File: src/rtl/ps2_frame_receiver_if.sv
// PS/2 pin inputs and decoded keyboard outputs of the frame receiver.
// PS2_ERR_COUNT_EN adds the saturating err_count output.
interface ps2_frame_receiver_if;
  logic       PS2Clk;
  logic       PS2Data;
  logic [7:0] keycode;
  logic       extended;
  logic [7:0] rx_byte;
  logic       key_valid;
  logic       key_release;
  logic       parity_err;
  logic       frame_err;
`ifdef PS2_ERR_COUNT_EN
  logic [7:0] err_count;

  modport master (output PS2Clk, PS2Data,
                  input  keycode, extended, rx_byte, key_valid, key_release,
                         parity_err, frame_err, err_count);
  modport slave  (input  PS2Clk, PS2Data,
                  output keycode, extended, rx_byte, key_valid, key_release,
                         parity_err, frame_err, err_count);
`else
  modport master (output PS2Clk, PS2Data,
                  input  keycode, extended, rx_byte, key_valid, key_release,
                         parity_err, frame_err);
  modport slave  (input  PS2Clk, PS2Data,
                  output keycode, extended, rx_byte, key_valid, key_release,
                         parity_err, frame_err);
`endif
endinterface

File: src/rtl/ps2_frame_receiver.sv
// PS/2 device-to-host frame receiver: sync, clock glitch filter, 11-bit deserialiser, F0/E0 tracking.
// Optional macro PS2_ERR_COUNT_EN adds a saturating error counter.
module ps2_frame_receiver #(
  parameter int FILTER_LEN     = 8,
  parameter int TIMEOUT_CYCLES = 100000
) (
  input  logic                 clk,
  input  logic                 rst_n,
  ps2_frame_receiver_if.slave  bus
);
  localparam int TW = $clog2(TIMEOUT_CYCLES + 1);

  typedef enum logic [1:0] {IDLE, DATA, PARITY, STOP} state_t;
  state_t state, state_nx;

  logic [1:0]    ck_s, dt_s;
  logic          fclk, fclk_q, fall, sdat;
  logic [7:0]    fcnt;
  logic [2:0]    bcnt, bcnt_nx;
  logic [7:0]    shreg, shreg_nx;
  logic          par, par_nx;
  logic [TW-1:0] tcnt, tcnt_nx;
  logic          brk_pend, brk_nx, ext_pend, ext_nx;
  logic [7:0]    key_nx, rx_nx;
  logic          exto_nx, kv_nx, kr_nx, pe_nx, fe_nx;

  assign fall = fclk_q & ~fclk;
  assign sdat = dt_s[1];

  // Filtered clock follows the synchronised clock only after FILTER_LEN differing samples in a row
  always_ff @(posedge clk) begin
    if (!rst_n) begin
      ck_s   <= 2'b11;
      dt_s   <= 2'b11;
      fclk   <= 1'b1;
      fclk_q <= 1'b1;
      fcnt   <= '0;
    end else begin
      ck_s   <= {ck_s[0], bus.PS2Clk};
      dt_s   <= {dt_s[0], bus.PS2Data};
      fclk_q <= fclk;
      if (ck_s[1] == fclk) fcnt <= '0;
      else if (fcnt == 8'(FILTER_LEN - 1)) begin
        fclk <= ck_s[1];
        fcnt <= '0;
      end else fcnt <= fcnt + 8'd1;
    end
  end

  always_ff @(posedge clk) begin
    if (!rst_n) begin
      state           <= IDLE;
      bcnt            <= '0;
      shreg           <= '0;
      par             <= 1'b0;
      tcnt            <= '0;
      brk_pend        <= 1'b0;
      ext_pend        <= 1'b0;
      bus.keycode     <= '0;
      bus.extended    <= 1'b0;
      bus.rx_byte     <= '0;
      bus.key_valid   <= 1'b0;
      bus.key_release <= 1'b0;
      bus.parity_err  <= 1'b0;
      bus.frame_err   <= 1'b0;
    end else begin
      state           <= state_nx;
      bcnt            <= bcnt_nx;
      shreg           <= shreg_nx;
      par             <= par_nx;
      tcnt            <= tcnt_nx;
      brk_pend        <= brk_nx;
      ext_pend        <= ext_nx;
      bus.keycode     <= key_nx;
      bus.extended    <= exto_nx;
      bus.rx_byte     <= rx_nx;
      bus.key_valid   <= kv_nx;
      bus.key_release <= kr_nx;
      bus.parity_err  <= pe_nx;
      bus.frame_err   <= fe_nx;
    end
  end

  always_comb begin
    state_nx = state;
    bcnt_nx  = bcnt;
    shreg_nx = shreg;
    par_nx   = par;
    tcnt_nx  = tcnt;
    brk_nx   = brk_pend;
    ext_nx   = ext_pend;
    key_nx   = bus.keycode;
    exto_nx  = bus.extended;
    rx_nx    = bus.rx_byte;
    kv_nx    = 1'b0;
    kr_nx    = 1'b0;
    pe_nx    = 1'b0;
    fe_nx    = 1'b0;
    if (fall) begin
      tcnt_nx = '0;
      case (state)
        IDLE: begin
          if (!sdat) begin
            state_nx = DATA;
            bcnt_nx  = '0;
          end else begin
            fe_nx  = 1'b1;
            brk_nx = 1'b0;
            ext_nx = 1'b0;
          end
        end
        DATA: begin
          shreg_nx = {sdat, shreg[7:1]};
          bcnt_nx  = bcnt + 3'd1;
          if (bcnt == 3'd7) state_nx = PARITY;
        end
        PARITY: begin
          par_nx   = sdat;
          state_nx = STOP;
        end
        STOP: begin
          state_nx = IDLE;
          if (!sdat || (^shreg ^ par) != 1'b1) begin
            fe_nx  = ~sdat;
            pe_nx  = sdat;
            brk_nx = 1'b0;
            ext_nx = 1'b0;
          end else begin
            rx_nx = shreg;
            if (shreg == 8'hF0) brk_nx = 1'b1;
            else if (shreg == 8'hE0) ext_nx = 1'b1;
            else if (brk_pend) begin
              kr_nx = 1'b1;
              if (bus.keycode == shreg) begin
                key_nx  = '0;
                exto_nx = 1'b0;
              end
              brk_nx = 1'b0;
              ext_nx = 1'b0;
            end else begin
              kv_nx   = 1'b1;
              key_nx  = shreg;
              exto_nx = ext_pend;
              ext_nx  = 1'b0;
            end
          end
        end
        default: state_nx = IDLE;
      endcase
    end else if (state != IDLE) begin
      // Device stopped clocking mid-frame: abandon it
      if (tcnt == TW'(TIMEOUT_CYCLES - 1)) begin
        state_nx = IDLE;
        tcnt_nx  = '0;
        fe_nx    = 1'b1;
        brk_nx   = 1'b0;
        ext_nx   = 1'b0;
      end else tcnt_nx = tcnt + TW'(1);
    end
  end

`ifdef PS2_ERR_COUNT_EN
  always_ff @(posedge clk) begin
    if (!rst_n) bus.err_count <= '0;
    else if ((pe_nx | fe_nx) && bus.err_count != 8'hFF) bus.err_count <= bus.err_count + 8'd1;
  end
`endif
endmodule

File: src/flat_wrapper.sv
// flat-port wrapper written by rule: the top's interface ports become plain ports
module ps2_frame_receiver_flat 
#(
  parameter int FILTER_LEN     = 8,
  parameter int TIMEOUT_CYCLES = 100000
)
  (clk, rst_n, bus_PS2Clk, bus_PS2Data, bus_keycode, bus_extended, bus_rx_byte, bus_key_valid, bus_key_release, bus_parity_err, bus_frame_err);
  ps2_frame_receiver_if bus_i ();
  input  logic clk;
  input  logic rst_n;
  input wire logic [$bits(bus_i.PS2Clk)-1:0] bus_PS2Clk;
  input wire logic [$bits(bus_i.PS2Data)-1:0] bus_PS2Data;
  output wire logic [$bits(bus_i.keycode)-1:0] bus_keycode;
  output wire logic [$bits(bus_i.extended)-1:0] bus_extended;
  output wire logic [$bits(bus_i.rx_byte)-1:0] bus_rx_byte;
  output wire logic [$bits(bus_i.key_valid)-1:0] bus_key_valid;
  output wire logic [$bits(bus_i.key_release)-1:0] bus_key_release;
  output wire logic [$bits(bus_i.parity_err)-1:0] bus_parity_err;
  output wire logic [$bits(bus_i.frame_err)-1:0] bus_frame_err;
  assign bus_i.PS2Clk = bus_PS2Clk;
  assign bus_i.PS2Data = bus_PS2Data;
  assign bus_keycode = bus_i.keycode;
  assign bus_extended = bus_i.extended;
  assign bus_rx_byte = bus_i.rx_byte;
  assign bus_key_valid = bus_i.key_valid;
  assign bus_key_release = bus_i.key_release;
  assign bus_parity_err = bus_i.parity_err;
  assign bus_frame_err = bus_i.frame_err;
  ps2_frame_receiver #(.FILTER_LEN(FILTER_LEN), .TIMEOUT_CYCLES(TIMEOUT_CYCLES)) u_core (.clk(clk), .rst_n(rst_n), .bus(bus_i));
endmodule
File: config.mk
export PLATFORM = sky130hd
export DESIGN_NAME = ps2_frame_receiver_flat
export DESIGN_NICKNAME = d
export VERILOG_FILES = /design/src/rtl/ps2_frame_receiver_if.sv /design/src/rtl/ps2_frame_receiver.sv /design/src/flat_wrapper.sv
export SDC_FILE = /design/constraint.sdc
export NUM_CORES = 1
export LEC_CHECK = 0
export CORE_MARGIN = 8
export CORE_UTILIZATION = 51
export CTS_CLUSTER_DIAMETER = 30
export DETAILED_ROUTE_END_ITERATION = 16
export PLACE_DENSITY = 0.71
export SYNTH_ARGS = -nofsm -noshare
export SYNTH_HDL_FRONTEND = slang
export SYNTH_SLANG_ARGS = --single-unit
File: constraint.sdc
create_clock -name clk -period 2.4 [get_ports clk]
set_input_delay 0.48 -clock clk [delete_from_list [all_inputs] [get_ports clk]]
set_output_delay 0.48 -clock clk [all_outputs]
set_load 0.02 [all_outputs]
==> summary.md <==
| Metric | Value |
|---|---|
| Status | completed |
| Vias in the first global route | 2,431 |
| Most common cell in the synthesized netlist | dfxtp_1 |
| XOR/XNOR share of the synthesized area | 0.106 |
| PwrDens | 554 mW/mm² |
| Tot Pwr | 2.09 mW |
| Final Max Tran Viols | 0 |
| Crit path arrival time | 2.41 ns |
| Fillers | 542 |
| Worst-margin pin slew | 0.797 ns |
| Flop-to-flop setup slack | 0.22 ns |
| Max Cap Viol | 0 |
| Syn avg cell area | 9.13 µm² |
| Worst hold path endpoint | u_core.ck_s[1] |
| Setup_tns | 0 ns |
| Num CTS Buffers | 9 |
| Die X | 95.3 µm |
| Largest family of logic cells by synthesized area | simple AND/OR/NAND/NOR gates |
| Post-synth top cells | dfxtp_1, nor2_1, nand2_1, nand3_1, xnor2_1 |
| 1st-pass router iterations | 4 |
| Crit start category | register |
| Main synth FF type | dfxtp_1 |
| Final GP Congestion | 0.814 |
| # setup viols final | 0 |
| Final Critical Period | 2.18 ns |
| Max Buffers Root-to-Sink | 2 |
| Dpl cells | 449 |
| Post-Layout Cell Count | 465 |
| FMAX | 0.460 GHz |
| Synth Area in Simple Gates | 0.237 |
| Synth area leader | dfxtp_1 |
| RR Endpoint | u_core.bus.keycode[0] |
| First-pass GRT wire length | 11,100 µm |
| Hold Path Class | register to register |
| Synth top area share | 0.425 |
| Initial antenna violation count | 0 |
| EDFF count, synth | 0 |
| Worst Path Required | 2.64 ns |
| Hold_ws | 0.411 ns |
| Synthesis Warnings | 0 |
| WL per Instance | 13.7 µm |
| Die H | 95.3 µm |
| Fin nets | 400 |
| Post-synthesis cell area | 0.00320 mm² |
| Root Driver | clkbuf_8 |
| DR vias | 2,473 |
| DP HPWL | 4500 µm |
| Core Area | 0.00620 mm² |
| Peak supply drop | 0.375 mV |
| Worst-Skew Late Latency | 0.34 ns |
| Synth Area in Compound Gates | 0.116 |
| Global Route Usage Sum | 0.154 |
| Post-synthesis cell type count | 54 |
| Final Skew | 0.00657 ns |
| DRT iter0 DRCs | 135 |
| LEAKAGE | 1.46 nW |
| Critical Path Fanout Max | 18 |
| Die Area | 0.00908 mm² |
| Share of layout cells above drive strength 1 | 0.121 |
| Reg2Reg Depth | 8 |
| Syn nets | 368 |
| Critical path class | register to register |
| Clock transition at path regs | 0.08 ns |
| Routed WL | 6380 µm |
| Synth Register Bits | 68 |
| Seq/Total Area, Yosys | 0.425 |
| # port buffers | 24 |
| Synthesis-to-finish area growth | 17.8% |
| Starting Density | 0.516 |
| Total grt overflow | 0 |
| Slowest stage cell, crit path | dfxtp_1 |
| RSZ-0062 raised after global routing | false |
| Async SR Flop Fraction | 0 |
| Drc violations | 0 |
| CP cell instances | inv_1, ha_1, xor2_2, xnor2_4, nor2_4, buf_4, a31oi_1, a41o_1 |
| Sequential Area | 0.00136 mm² |
| Adder-cell share of the synthesized area | 0.0508 |
| Clk sink count | 68 |
| Hold Path Depth | 1 |
| H-tree levels | 3 |
| CP max stage delay | 0.46 ns |
| CTS tree | built |
| Multiplexer area fraction after synthesis | 0.0254 |
| Worst r2r src | u_core.shreg[4] |
| Boundary Pins | 25 |
| Hold_sp | u_core.ck_s[0] |
| Gate Count Post-Synth | 351 |
| Buffer count from post-CTS setup fixing | 0 |
| Slew headroom | 0.465 |
| Crit end category | register |
| Vias per std cell | 5.32 |
| FP Rows | 29 |
| Antenna-violating nets left | 0 |
| Tcrit/Tclk final | 0.907 |
| Antenna diode count | 0 |
| Footprint of the multi-input gates | 0.00171 mm² |
| Pin count of the biggest net entering global routing | 38 |
| Top area cells in the synthesized netlist | dfxtp_1, nor2_1, ha_1, xnor2_1, xor2_1 |
| Endpoints failing hold | 0 |
-- power breakdown --
group,internal (mW),total [mW],switching [mW]
Combinational,0.0150,0.0403,0.0253
Sequential,1.13,1.13,0.00255
Clock,0.474,0.918,0.444
Total,1.62,2.09,0.472
-- registers in the layout (all words and copies together) (netlist names), 2 cells and up --
name and cells:
u_core.shreg 8, u_core.tcnt 17, u_core.state 2, u_core.fcnt 8, u_core.ck_s 2, u_core.bus.keycode 8, u_core.dt_s 2, u_core.bcnt 3
u_core.bus.rx_byte 8
-- timing repair --
action                     4_1_cts  5_1_grt
hold buffers                     0        0
gates resized for setup          0        1
setup endpoints to repair        0        9
-- how the worst max path moves through the flow --
stage / from / to / slack (ns) / cells after the start
after global routing: u_core.shreg[4] / u_core.bus.keycode[0] / 0.09 / 8
after detailed placement: u_core.shreg[4] / u_core.bus.keycode[0] / 0.07 / 5
after CTS: u_core.shreg[4] / u_core.bus.keycode[0] / 0.04 / 5
after floorplan: u_core.shreg[0] / u_core.bus.extended / 0.34 / 8
after global placement: u_core.shreg[4] / u_core.bus.keycode[3] / 0.17 / 5
final: u_core.shreg[4] / u_core.bus.keycode[0] / 0.22 / 8
-- logic make-up (layout without fill, tap and decap cells) --
logic type / after synthesis / after routing
mux: 8 / 8
simple gates: 146 / 146
flops: 68 / 68
xor+xnor: 34 / 34
fa+ha+maj: 13 / 13
compound gates: 52 / 52
buf+inv: 30 / 67
-- final cells by class --
type,instances,share of cell area
inverter,12,0.0119
sequential,68,0.361
multi-input combinational,253,0.454
timing repair buffer,39,0.0968
clock buffer,9,0.0328
clock inverter,7,0.0179
tap,77,0.0255
-- stage by stage --
| stage | area [µm²] | utilization | worst slack [ns] |
|---|---|---|---|
| 2_1_floorplan | 3200 | - | 0.341 |
| 3_3_place_gp | 3580 | 0.577 | 0.168 |
| 3_5_place_dp | 3580 | 0.577 | 0.0690 |
| 4_1_cts | 3770 | 0.608 | 0.0412 |
| 5_1_grt | 3770 | 0.608 | 0.0900 |
| 6_report | 3770 | 0.608 | 0.224 |
-- cell usage in the layout (no fill, tap or decap), types with 2 or more instances in the layout --
| cell | netlist | layout |
|---|---|---|
| nor3_2 | 3 | 3 |
| nand3_1 | 20 | 20 |
| nor3b_1 | 2 | 2 |
| nand2_1 | 32 | 32 |
| buf_4 | 1 | 14 |
| nand4b_1 | 2 | 2 |
| nand2b_1 | 5 | 5 |
| and3_1 | 4 | 4 |
| a31oi_1 | 9 | 9 |
| clkbuf_8 | 0 | 9 |
| a41o_1 | 9 | 9 |
| o21ai_0 | 5 | 4 |
| mux2i_1 | 7 | 7 |
| clkinvlp_4 | 0 | 3 |
| inv_1 | 11 | 11 |
| nor2b_1 | 3 | 3 |
| xor2_1 | 15 | 15 |
| xnor2_1 | 16 | 16 |
| clkinv_2 | 0 | 3 |
| clkdlybuf4s50_1 | 0 | 24 |
| nor3_1 | 6 | 6 |
| a21oi_1 | 10 | 10 |
| nand3b_1 | 2 | 2 |
| nand4_1 | 7 | 7 |
| ha_1 | 13 | 13 |
| o21ai_1 | 11 | 12 |
| nor2_1 | 47 | 47 |
| dfxtp_1 | 68 | 68 |
-- worst max-delay path, delay by kind of cell (launching register included) --
kind	cells	cell delay (ns)
AND/OR/NAND/NOR	1	0.13
adder cells (fa/ha/maj)	1	0.34
XOR/XNOR	2	0.45
AO/OA/AOI/OAI	2	0.36
flip-flops	1	0.46
buffers and inverters	2	0.34
-- per-layer routing --
metal	wire [µm]	GRT usage
met4	85	0.0650
met1	3040	0.188
met3	233	0.0457
met2	3020	0.245
met5	0	0
(Power assumes the default switching activity.)
